==> src/rtl/id_ex_stage.sv <==
// ID/EX pipeline register of the 5-stage MIPS core.
// Registers the decode-stage control buses, operands and register fields for EX.
// Detects load-use hazards. On a hazard it holds PC and IF/ID and sends a bubble into EX.
// Honours branch/jump flush and the debug-unit step enable.
module id_ex_stage #(
    parameter int NB_DATA     = 32,
    parameter int NB_REG      = 5,
    parameter int NB_CTRL_WB  = 2,
    parameter int NB_CTRL_MEM = 7,
    parameter int NB_CTRL_EX  = 10
) (
    input  logic                   i_clock,
    input  logic                   i_reset,
    input  logic                   i_enable,
    input  logic                   i_flush,
    input  logic [NB_CTRL_WB-1:0]  i_ctrl_wb,
    input  logic [NB_CTRL_MEM-1:0] i_ctrl_mem,
    input  logic [NB_CTRL_EX-1:0]  i_ctrl_ex,
    input  logic [NB_DATA-1:0]     i_pc_plus4,
    input  logic [NB_DATA-1:0]     i_data_a,
    input  logic [NB_DATA-1:0]     i_data_b,
    input  logic [NB_DATA-1:0]     i_inst,
    output logic [NB_CTRL_WB-1:0]  o_ctrl_wb,
    output logic [NB_CTRL_MEM-1:0] o_ctrl_mem,
    output logic [NB_CTRL_EX-1:0]  o_ctrl_ex,
    output logic [NB_DATA-1:0]     o_pc_plus4,
    output logic [NB_DATA-1:0]     o_data_a,
    output logic [NB_DATA-1:0]     o_data_b,
    output logic [NB_DATA-1:0]     o_imm_ext,
    output logic [NB_REG-1:0]      o_shamt,
    output logic [NB_REG-1:0]      o_rs,
    output logic [NB_REG-1:0]      o_rt,
    output logic [NB_REG-1:0]      o_rd,
    output logic                   o_stall
);

    // Bit position of MemRead inside the MEM control bus.
    localparam int MEM_READ_BIT = 1;

    // Instruction field decode from the ID instruction word.
    logic [NB_REG-1:0]  inst_rs;
    logic [NB_REG-1:0]  inst_rt;
    logic [NB_REG-1:0]  inst_rd;
    logic [NB_REG-1:0]  inst_shamt;
    logic [NB_DATA-1:0] inst_imm_ext;
    logic [5:0]         unused_opcode;

    assign inst_rs       = i_inst[25:21];
    assign inst_rt       = i_inst[20:16];
    assign inst_rd       = i_inst[15:11];
    assign inst_shamt    = i_inst[10:6];
    assign inst_imm_ext  = {{(NB_DATA-16){i_inst[15]}}, i_inst[15:0]};
    // The opcode has already been consumed by the control unit.
    assign unused_opcode = i_inst[31:26];

    // Pipeline registers.
    logic [NB_CTRL_WB-1:0]  ctrl_wb_q,  ctrl_wb_d;
    logic [NB_CTRL_MEM-1:0] ctrl_mem_q, ctrl_mem_d;
    logic [NB_CTRL_EX-1:0]  ctrl_ex_q,  ctrl_ex_d;
    logic [NB_DATA-1:0]     pc_plus4_q, pc_plus4_d;
    logic [NB_DATA-1:0]     data_a_q,   data_a_d;
    logic [NB_DATA-1:0]     data_b_q,   data_b_d;
    logic [NB_DATA-1:0]     imm_ext_q,  imm_ext_d;
    logic [NB_REG-1:0]      shamt_q,    shamt_d;
    logic [NB_REG-1:0]      rs_q,       rs_d;
    logic [NB_REG-1:0]      rt_q,       rt_d;
    logic [NB_REG-1:0]      rd_q,       rd_d;

    logic load_use;
    logic stall;

    // Load-use hazard: a load now in EX writes a register that the ID instruction reads.
    always_comb begin
        load_use = ctrl_mem_q[MEM_READ_BIT]
                 & (rt_q != '0)
                 & ((rt_q == inst_rs) | (rt_q == inst_rt));
        // A frozen pipeline or a squashed ID instruction never needs to stall.
        stall    = load_use & i_enable & ~i_flush;
    end

    assign o_stall = stall;

    // Next-state selection: hold when frozen; otherwise load, with a bubble on flush or stall.
    always_comb begin
        // NOTE: every _d starts as its _q, so no path through this block leaves a variable unassigned and no latch is inferred.
        ctrl_wb_d  = ctrl_wb_q;
        ctrl_mem_d = ctrl_mem_q;
        ctrl_ex_d  = ctrl_ex_q;
        pc_plus4_d = pc_plus4_q;
        data_a_d   = data_a_q;
        data_b_d   = data_b_q;
        imm_ext_d  = imm_ext_q;
        shamt_d    = shamt_q;
        rs_d       = rs_q;
        rt_d       = rt_q;
        rd_d       = rd_q;

        if (i_enable) begin
            pc_plus4_d = i_pc_plus4;
            data_a_d   = i_data_a;
            data_b_d   = i_data_b;
            imm_ext_d  = inst_imm_ext;
            shamt_d    = inst_shamt;
            rs_d       = inst_rs;
            rt_d       = inst_rt;
            rd_d       = inst_rd;

            if (i_flush || stall) begin
                // Bubble: all controls are zero, so EX, MEM and WB have no side effects.
                ctrl_wb_d  = '0;
                ctrl_mem_d = '0;
                ctrl_ex_d  = '0;
            end else begin
                ctrl_wb_d  = i_ctrl_wb;
                ctrl_mem_d = i_ctrl_mem;
                ctrl_ex_d  = i_ctrl_ex;
            end
        end
    end

    // State register. Synchronous reset takes priority over the step enable.
    always_ff @(posedge i_clock) begin
        // NOTE: sequential state uses non-blocking assignments, so every flop samples the pre-edge values.
        if (i_reset) begin
            ctrl_wb_q  <= '0;
            ctrl_mem_q <= '0;
            ctrl_ex_q  <= '0;
            pc_plus4_q <= '0;
            data_a_q   <= '0;
            data_b_q   <= '0;
            imm_ext_q  <= '0;
            shamt_q    <= '0;
            rs_q       <= '0;
            rt_q       <= '0;
            rd_q       <= '0;
        end else begin
            ctrl_wb_q  <= ctrl_wb_d;
            ctrl_mem_q <= ctrl_mem_d;
            ctrl_ex_q  <= ctrl_ex_d;
            pc_plus4_q <= pc_plus4_d;
            data_a_q   <= data_a_d;
            data_b_q   <= data_b_d;
            imm_ext_q  <= imm_ext_d;
            shamt_q    <= shamt_d;
            rs_q       <= rs_d;
            rt_q       <= rt_d;
            rd_q       <= rd_d;
        end
    end

    assign o_ctrl_wb  = ctrl_wb_q;
    assign o_ctrl_mem = ctrl_mem_q;
    assign o_ctrl_ex  = ctrl_ex_q;
    assign o_pc_plus4 = pc_plus4_q;
    assign o_data_a   = data_a_q;
    assign o_data_b   = data_b_q;
    assign o_imm_ext  = imm_ext_q;
    assign o_shamt    = shamt_q;
    assign o_rs       = rs_q;
    assign o_rt       = rt_q;
    assign o_rd       = rd_q;

endmodule
==> config.mk <==
export PLATFORM = sky130hd
export DESIGN_NAME = id_ex_stage
export DESIGN_NICKNAME = d
export VERILOG_FILES = /design/src/rtl/id_ex_stage.sv
export SDC_FILE = /design/constraint.sdc
export NUM_CORES = 1
export LEC_CHECK = 0
export BUFFER_PORTS_ARGS = -buffer_cell sky130_fd_sc_hd__clkbuf_2
export CAP_MARGIN = 20
export CORE_AREA = 2 2 125 127
export DETAILED_ROUTE_END_ITERATION = 10
export DIE_AREA = 0 0 127 129
export PLACE_DENSITY_LB_ADDON = 0.05
export SYNTH_ARGS = -nofsm -noshare
export SYNTH_HDL_FRONTEND = slang
export SYNTH_SLANG_ARGS = --single-unit
export TNS_END_PERCENT = 1
==> constraint.sdc <==
create_clock -name i_clock -period 1.5 [get_ports i_clock]
set_input_delay 0.3 -clock i_clock [delete_from_list [all_inputs] [get_ports i_clock]]
set_output_delay 0.3 -clock i_clock [all_outputs]
set_load 0.02 [all_outputs]
* Word level (Yosys, flattened, before mapping)
Cells that the tools add are included.
** Storage, ports and cells
- Output and inout bits :: 168
- Latch bits :: 0
- Memories kept :: 0
- Bits in registers :: 151
- ROM bits :: 0
- Memory bits (writable) :: 0
- Bits of input ports :: 151
- Word-level logic and storage cells :: 24
** Cells by class
- Div/mod/pow operators :: 0
- Bitwise gates (word level) :: 6
- Multiply operators :: 0
- Add/sub/neg operators :: 0
- Eq/ne operators :: 2
- Muxes and demuxes :: 3
- Shifts and indexed selects :: 0
- Reduce and logical (&&, ||, !) cells :: 2
- Order comparisons :: 0
** Operators by type and width (count)
- $eq A5 B5 Y1 :: 2
- $mux W10 :: 1
- $mux W7 :: 1
- $reduce_bool A5 Y1 :: 1
- $and A1 B1 Y1 :: 4
- $mux W2 :: 1
- $logic_or A1 B1 Y1 :: 1
- $not A1 Y1 :: 1
- $or A1 B1 Y1 :: 1

* Longest topological paths before layout
Gate-level depths: netlist of run 1.
- Depth after elaboration :: 7
- Gate-level depth with buffers :: 6

* Least setup slack after synthesis of run 1
No wires, ideal clock.
- Kind :: register to output
- From :: register rt_q[3] (netlist: o_rt[3])
- To :: output o_stall
- Required time :: 1.200 ns
- Path slack :: -0.699 ns
- Arrival time :: 1.899 ns
- Stages on the path, launching flop included :: 6
- Cell sequence :: dfxtp_1 > xnor2_1 > nand3_1 > o22ai_1 > buf_4 > nor4bb_1
** Between the ends
- Word-level cells in the longest chain between the ends :: 5
** Ends and longest elaborated chain
- start, declared :: RTL line 66 : logic [NB_REG-1:0] rt_q, rt_d;
- start signal, assigned :: RTL line 146 : rt_q <= rt_d;
- $eq A5 B5 Y1 or $reduce_bool A5 Y1 (tied branches) :: RTL line 76, 75
- $or A1 B1 Y1 or $and A1 B1 Y1 (tied branches) :: RTL line 76, 75
- $and A1 B1 Y1 (*) :: RTL line 76 : & ((rt_q == inst_rs) | (rt_q == inst_rt));
- $and A1 B1 Y1 (*) (2 in series) :: RTL line 78 : stall = load_use & i_enable & ~i_flush;
- end, declared :: RTL line 34 : output logic o_stall
Every way passes the cells marked *; elsewhere a longest branch is shown, timed or not.

* Worst setup path after layout of run 1
- From :: register rt_q[2] (netlist: o_rt[2])
- To :: output o_stall
The elaborated chain is that of the path after synthesis.

==> results.toml, run 1 <==
[status]
status = "complete, but fails checks"
violations = "setup timing"

[synth]
dominantRegCellSynth = "dfxtp_1"
muxShareOfSynthArea_pct = 22.60
ys_top_cells_by_area = "dfxtp_1 52%, mux2i_1 23%, nor2_1 8.5%"
async_flop_share_pct = 0
synth_top_family_by_area = "multiplexers"
synth.distinct_cells = 18
yosysTopAreaCell = "dfxtp_1"
synth_top_cells_by_count = "141 x dfxtp_1, 122 x mux2i_1, 122 x nor2_1, 27 x buf_4, 21 x nand2_1"
synth_top_area_share_pct = 52.25
synth_xor_area_share_pct = 1.621
synth_seq_area_share_pct = 52.25
ys_seq_elements = 141
syn_inst = 525
synthAdderAreaFrac_pct = 0
synth-warning-count = 0
yosysMostFrequentCell = "dfxtp_1"
synthSimpleGateAreaFrac_pct = 10.88
netlist_area_um2 = 5403
avgSynthCellArea_um2 = 10.29
syn_nets = 676
synth-edff-count = 0
synth-compound-area-share_pct = 5.674

[layout]
syn2layout_area_growth_pct = 42.68
drive_gt1_share_pct = 45.72
nets = 958
fill_cells = 1403
stdcell_count = 1006
num_antenna_cells = 0

[power]
switching_power_mw = 2.487
sequentialPowerShare_pct = 41.9
clkPwrFrac_pct = 43.2
p_comb_share_pct = 14.9
swShare_pct = 25.31
powerDensity_nw_per_um2 = 1275
intPower_mw = 7.339
p_leak_nw = 4.008
ir_drop_mv = 0.7397

[timing]
worstMarginPinSlew_ns = 0.4507
rsz0062_at_grt = "true"
max-slew-margin-rel_pct = 69.88
min_period_over_period_pct = 134.5
period_needed_ns = 2.018
slew_violations = 0
max_freq_ghz = 0.4956
setup_tns_ns = -1.825
postLayoutSetupSlackWorst_ns = -0.5179
hold_viol = 0
final-setup-viol-count = 20
clock_skew_ns = 0.004871

[die]
core_um2 = 14980
initial_utilization_pct = 36.07
die_area_um2 = 16380
num_rows = 45
die_h_um = 129
die_w_um = 127
io_pins = 319

[worst_setup_path]
cp-start-kind = "register"
r2r-end = "o_ctrl_ex[5]"
worstPathMaxFanout = 4
cp-startpoint = "o_rt[2]"
required_ns = 1.20
crit_type = "register to output port"
worst_setup_path_end_kind = "output port"
cp.arrival_ns = 1.72
regToRegSetupSlack_ns = -0.07
rr_startpoint = "o_rt[2]"
rr_worst_depth = 5

[routing]
wirelength_um = 14500
met3_length_um = 1361
met1_length_um = 5862
dr_wl_met2_um = 6877
top_layer = "met4"
routed-via-count = 4622
drc_errors = 0
routedWlPerCell_um = 14.41
ant_nets = 0
first_pass_iters = 4
via_per_inst = 4.594
initialDrtViolationCount = 206

[clocking]
htree_num_levels = 4
insertion_delay_ns = 0.41
cts_tree = "yes"
clkSinkCount = 141
clockRootBuffer = "clkbuf_16"
clk_pin_slew_worst_paths_ns = 0.06
clockBufferDepth = 2
hold_buffers = 0
cts_made_buffers = 17

[grt]
grt_usage_pct = 17.08
grt_pass1_vias = 4360
grt_overflow = 0
antenna_found_initial = 0
grt_pass1_wl_um = 22000
grt_max_degree = 73

[hold_path]
whs_endpoint = "o_ctrl_mem[0]"
hp-class = "input pin to register"
min_from = "i_ctrl_mem[0]"
hold_depth = 3

[placement]
hpwlAfterDp_um = 10710
pre_cts_slack_ns = -0.1698
dpl.cell_count = 975
port_buffers = 312
place.gp.congestion = 0.8018

[run]
drv_cap = 0
==> cell usage in the layout (no fill, tap or decap), types with 3 or more instances in the layout <==
master / netlist / routed
o21ai_2: 9 / 8
clkbuf_8: 0 / 6
buf_4: 27 / 6
nand2_1: 21 / 21
xnor2_1: 10 / 9
buf_6: 2 / 3
mux2i_1: 122 / 122
dfxtp_1: 141 / 136
clkbuf_16: 0 / 18
a32oi_1: 19 / 19
dfxtp_4: 0 / 5
clkbuf_2: 0 / 309
nor2_1: 122 / 122
buf_12: 0 / 7
o21ai_1: 11 / 11
==> what timing repair did <==
| item | 4_1_cts | 5_1_grt |
|---|---|---|
| setup endpoints to repair | 20 | 20 |
| pin swaps | 2 | 4 |
| gates resized for setup | 4 | 3 |
| buffers inserted | 1 | 0 |
==> critical path: stages (launching register included) <==
cell and delay [ns]:
dfxtp_4 0.36, or4_4 0.55, o21ai_4 0.18, nor4bb_4 0.07
clkbuf_8 0.15
==> power by group through the flow <==
stage	Combinational (mW)	Clock, mW	Sequential [mW]
6_report	1.46	4.25	4.11
5_1_grt	1.58	4.53	4.14
4_1_cts	1.48	4.37	4.11
3_5_place_dp	1.47	0	4.19
3_3_place_gp	1.45	0	4.18
2_1_floorplan	0.628	0	4.47
==> worst max-delay path by stage <==
stage | end | slack (ns) | depth (start not counted)
2_1_floorplan | o_stall | -0.12 | 5
3_3_place_gp | o_ctrl_ex[3] | -0.14 | 5
3_5_place_dp | o_ctrl_mem[5] | -0.17 | 5
4_1_cts | o_stall | -0.55 | 4
5_1_grt | o_stall | -0.60 | 6
6_report | o_stall | -0.52 | 4
==> logic make-up (layout without fill, tap and decap cells) <==
family | Yosys count | after routing
buf+inv | 63 | 356
mux | 122 | 122
compound gates | 40 | 40
simple gates | 149 | 149
flops | 141 | 141
xor+xnor | 10 | 10
==> registers in the layout, summed over array words and instances, names as in the netlist <==
name and flops:
o_imm_ext 16, o_data_a 32, o_pc_plus4 32, o_ctrl_ex 10
o_ctrl_wb 2, o_ctrl_mem 7, o_data_b 32, o_rt 5
o_rs 5
==> layout make-up <==
type	count	area (µm²)	share of cell area, %
Clock buffer	25	526.8	6.833
Tap cell	188	235.2	3.051
Timing Repair Buffer	326	1779	23.08
Sequential cell	141	2841	36.86
Multi-Input combinational cell	321	2250	29.18
Clock inverter	5	76.32	0.9901
==> routing by layer <==
metal  vias to the layer above  GRT usage, %
met5                         -             0
met4                         0         8.468
met3                        29         6.653
met2                       201         28.37
met1                      2075         19.27
li1                       2317             -
==> through the flow <==
step	cell area (µm²)	hold slack, ns	power, mW	util (%)
after floorplan	5436	0.4326	5.096	-
after global placement	7063	0.4511	5.637	47.16
after detailed placement	7063	0.4581	5.659	47.16
after CTS	7694	0.09485	9.968	51.37
after global routing	7709	0.1088	10.25	51.47
final	7709	0.1207	9.826	51.47
Power figures use the tool's default switching activity.
==> run 2: changes to the inputs <==
--- a/config.mk
+++ b/config.mk
@@ -5,7 +5,7 @@
 export SDC_FILE = /design/constraint.sdc
 export NUM_CORES = 1
 export LEC_CHECK = 0
-export BUFFER_PORTS_ARGS = -buffer_cell sky130_fd_sc_hd__clkbuf_2
+export BUFFER_PORTS_ARGS = -buffer_cell sky130_fd_sc_hd__buf_2
 export CAP_MARGIN = 20
 export CORE_AREA = 2 2 125 127
 export DETAILED_ROUTE_END_ITERATION = 10
==> results.toml, run 2 (synthesized netlist as in run 1, its figures left out) <==
[timing]
postLayoutSetupSlackWorst_ns = -0.4852
period_needed_ns = 1.985
min_period_over_period_pct = 132.3
clock_skew_ns = 0.005583
max_freq_ghz = 0.5037
final-setup-viol-count = 20
hold_viol = 0
slew_violations = 0
max-slew-margin-rel_pct = 70.48
holdWs_ns = 0.1226
rsz0062_at_grt = "true"
worstMarginPinSlew_ns = 0.4417

[grt]
grt_max_degree = 64
grt_usage_pct = 17.17
grt_overflow = 0
grt_pass1_wl_um = 22090
grt_pass1_vias = 4427
antenna_found_initial = 0

[worst_setup_path]
cpMaxStageDelayCell = "or4_4"
worstPathMaxFanout = 3
cp.arrival_ns = 1.69
crit_type = "register to output port"
cp-startpoint = "o_rt[2]"
worst_setup_path_end_kind = "output port"
required_ns = 1.20
crit_chain = "or4_4, o21ai_4, nor4bb_4, buf_4"
slowest_delay_ns = 0.54
rr_startpoint = "o_rt[2]"
cp-start-kind = "register"

[run]
drv_cap = 0

[status]
violations = "setup timing"
status = "complete, but fails checks"

[routing]
drc_errors = 0
via_per_inst = 4.658
ant_nets = 0
first_pass_iters = 4
initialDrtViolationCount = 194
routedWlPerCell_um = 14.49
wirelength_um = 14620
routed-via-count = 4700

[hold_path]
hp-class = "input pin to register"
min_from = "i_data_a[14]"

[clocking]
clk_pin_slew_worst_paths_ns = 0.06
cts_made_buffers = 17
cts_tree = "yes"
hold_buffers = 0
insertion_delay_ns = 0.41
clockRootBuffer = "clkbuf_16"
htree_num_levels = 4
clockBufferDepth = 2
clkSinkCount = 141

[layout]
stdcell_count = 1009
utilization_pct = 51.62
nets = 959
drive_gt1_share_pct = 46.77
layout_common_cells = "309 x buf_2, 135 x dfxtp_1, 122 x mux2i_1, 122 x nor2_1, 21 x nand2_1"
final_common_cell = "buf_2"
num_antenna_cells = 0
syn2layout_area_growth_pct = 43.10

[die]
die_area_um2 = 16380
die_w_um = 127
io_pins = 319
die_h_um = 129
num_rows = 45
initial_utilization_pct = 36.07
core_um2 = 14980

[placement]
hpwlAfterDp_um = 10870
place.gp.congestion = 0.8091
dpl.cell_count = 975
port_buffers = 312

[power]
ir_drop_mv = 0.7133
p_total_mw = 9.634
p_leak_nw = 4.071
powerDensity_nw_per_um2 = 1246
==> run 2: changes by cell type in the layout (fill, tap and decap cells not counted), sizes merged <==
cell | before | now
bufinv | 2 | 1
clkbuf | 335 | 21
clkinvlp | 0 | 4
clkinv | 2 | 3
buf | 16 | 327
inv | 1 | 3
==> run 2: report_power, final <==
group | internal, mW | switching (mW) | leakage, nW
Sequential | 3.98 | 0.134 | 1.17
Clock | 2.43 | 1.61 | 0.273
Combinational | 0.629 | 0.855 | 2.63
==> run 2: final timing paths <==
path / to / slack, ns / cells after the start
setup / recovery: o_stall / -0.49 / 4
hold / removal: o_data_a[14] / 0.12 / 3
setup reg to reg: o_ctrl_mem[4] / -0.13 / 5
hold reg to reg: o_ctrl_wb[1] / 0.47 / 2
==> run 2: layout make-up <==
class | count | area [µm²]
Clock buffer | 21 | 470.5
Clock inverter | 11 | 108.9
Tap cell | 188 | 235.2
Sequential cell | 141 | 2843
Timing Repair Buffer | 327 | 1789
Multi-Input combinational cell | 321 | 2285
Fill cell | 1419 | 7246
==> run 2: layer usage <==
metal	global-route usage, %	vias up	share of wire [%]
li1	-	2317	-
met3	6.528	25	9.1
met4	8.145	0	2.5
met2	28.27	215	48
met1	19.81	2143	40
met5	0	-	0
==> run 2: critical path: cells and delay by family, from the launching register on <==
kind	cells	cell delay [ns]
and+or+nand+nor	2	0.60
DFF	1	0.35
buffers and inverters	1	0.16
AOI/OAI and AO/OA	1	0.17
==> run 2: timing repair <==
| item | 4_1_cts | 5_1_grt |
|---|---|---|
| setup buffers | 2 | 0 |
| pin swaps | 2 | 6 |
| setup endpoints to repair | 38 | 20 |
| gates resized for setup | 4 | 7 |
==> run 2: per-stage QoR <==
step	TNS, ns	area (µm²)	worst slack [ns]
finish	-2.637	7731	-0.4852
detailed placement	-3.439	7076	-0.1941
CTS	-3.229	7685	-0.5409
global route	-3.906	7731	-0.5527
global placement	-2.552	7076	-0.1305
floorplan	-0.1195	5436	-0.1195
==> run 3: changes to the inputs <==
--- a/config.mk
+++ b/config.mk
@@ -7,9 +7,9 @@
 export LEC_CHECK = 0
 export BUFFER_PORTS_ARGS = -buffer_cell sky130_fd_sc_hd__buf_2
 export CAP_MARGIN = 20
-export CORE_AREA = 2 2 125 127
+export CORE_MARGIN = 2
+export CORE_UTILIZATION = 35
 export DETAILED_ROUTE_END_ITERATION = 10
-export DIE_AREA = 0 0 127 129
 export PLACE_DENSITY_LB_ADDON = 0.05
 export SYNTH_ARGS = -nofsm -noshare
 export SYNTH_HDL_FRONTEND = slang
==> results.toml, run 3 (synthesized netlist as in run 1, its figures left out) <==
[timing]
max_freq_ghz = 0.4896
period_needed_ns = 2.043
postLayoutSetupSlackWorst_ns = -0.5427
min_period_over_period_pct = 136.2
worstMarginPinSlew_ns = 0.5373
max-slew-margin-rel_pct = 64.18
setup_tns_ns = -2.193
slew_violations = 0
final-setup-viol-count = 20
holdWs_ns = 0.1188
rsz0062_at_grt = "true"
clock_skew_ns = 0.005707
hold_viol = 0

[power]
powerDensity_nw_per_um2 = 1256
ir_drop_mv = 0.6795
switching_power_mw = 2.527
p_leak_nw = 4.035
clkPwrFrac_pct = 42.0
swShare_pct = 26.36
p_comb_share_pct = 15.2
p_total_mw = 9.585
sequentialPowerShare_pct = 42.8
intPower_mw = 7.059

[routing]
initialDrtViolationCount = 175
ant_nets = 0
routed-via-count = 4676
drc_errors = 0
first_pass_iters = 4
wirelength_um = 14400
via_per_inst = 4.643
routedWlPerCell_um = 14.30

[layout]
final_common_cell = "buf_2"
final_cell_area_um2 = 7632
syn2layout_area_growth_pct = 41.27
layout_common_cells = "309 x buf_2, 135 x dfxtp_1, 122 x mux2i_1, 122 x nor2_1, 21 x nand2_1"
stdcell_count = 1007
drive_gt1_share_pct = 46.09
nets = 956

[worst_setup_path]
regToRegSetupSlack_ns = -0.10
cp.arrival_ns = 1.74
cp-start-kind = "register"
rr_startpoint = "o_rt[2]"
worstPathMaxFanout = 4
worst_setup_path_end_kind = "output port"
crit_type = "register to output port"
required_ns = 1.20
r2r-end = "o_ctrl_mem[5]"
rr_worst_depth = 5

[clocking]
clockRootBuffer = "clkbuf_16"
clkSinkCount = 141
cts_tree = "yes"
insertion_delay_ns = 0.41
htree_num_levels = 4
cts_made_buffers = 17
clockBufferDepth = 2
clk_pin_slew_worst_paths_ns = 0.06
hold_buffers = 0

[grt]
grt_overflow = 0
grt_pass1_wl_um = 21850
grt_max_degree = 71
grt_usage_pct = 17.02
antenna_found_initial = 1
grt_pass1_vias = 4424

[die]
num_rows = 45
core_um2 = 15150
initial_utilization_pct = 35.67
die_h_um = 128.2
io_pins = 319
die_w_um = 128.2
die_area_um2 = 16450

[run]
drv_cap = 0

[status]
violations = "setup timing"
status = "complete, but fails checks"

[placement]
place.gp.congestion = 0.7416
placed_area_um2 = 7010
port_buffers = 312
dpl.cell_count = 973
hpwlAfterDp_um = 10450

[hold_path]
whs_endpoint = "o_data_b[13]"
hp-class = "input pin to register"
hold_depth = 3
min_from = "i_data_b[13]"
==> run 3: cell types whose count changed in the layout (fill, tap and decap cells not counted), moves of 2 or more <==
cell | previous run | this run
buf_12 | 8 | 4
clkbuf_8 | 3 | 1
clkinv_2 | 1 | 6
clkinvlp_4 | 4 | 2
inv_6 | 3 | 0
xnor2_1 | 5 | 7
xnor2_2 | 5 | 3
==> run 3: cell type report <==
cell class                      instances  area [µm²]
Antenna cell                            1       2.502
Clock buffer                           20       446.7
Sequential cell                       141        2843
Timing Repair Buffer                  324        1720
Tap cell                              188       235.2
Fill cell                            1447        7513
Multi-Input combinational cell        321        2265
Clock inverter                         12       120.1
==> run 3: timing repair <==
item / 4_1_cts / 5_1_grt
pin swaps: 2 / 3
endpoints found under the setup margin: 38 / 20
cloned: 0 / 0
resized for setup: 4 / 5
buffers inserted: 1 / 0
==> run 3: layer usage <==
layer / wire length, µm / track usage, %
met5: 0 / 0
met1: 5588 / 18.90
met3: 1335 / 6.511
met2: 7071 / 28.44
met4: 401 / 8.597
==> run 3: power groups by stage <==
stage | Clock (mW) | Combinational [mW] | Sequential (mW)
after floorplan | 0 | 0.628 | 4.47
after global placement | 0 | 1.44 | 4.17
after detailed placement | 0 | 1.45 | 4.18
after CTS | 4.16 | 1.46 | 4.11
after global routing | 4.30 | 1.58 | 4.13
final | 4.03 | 1.45 | 4.11
==> run 3: how the worst max path moves through the flow <==
| stage | start | to | slack, ns | depth (start not counted) |
|---|---|---|---|---|
| 2_1_floorplan | o_rt[4] | o_stall | -0.12 | 5 |
| 3_3_place_gp | i_inst[19] | o_stall | -0.13 | 6 |
| 3_5_place_dp | o_rt[4] | o_ctrl_mem[4] | -0.18 | 5 |
| 4_1_cts | o_rt[2] | o_stall | -0.56 | 4 |
| 5_1_grt | o_rt[4] | o_stall | -0.63 | 5 |
| 6_report | o_rt[2] | o_stall | -0.54 | 4 |
==> run 3: stage by stage <==
step           util (%)  setup WS, ns
6_report          50.39       -0.5427
5_1_grt           50.39       -0.6262
4_1_cts           50.18       -0.5627
3_5_place_dp      46.29       -0.1776
3_3_place_gp      46.29       -0.1285
2_1_floorplan         -       -0.1195
==> run 3: critical path, cell delays in order (launching register included) <==
cell and delay, ns:
dfxtp_4 0.35, or4_4 0.54, o21ai_4 0.21, nor4bb_4 0.07, buf_4 0.16
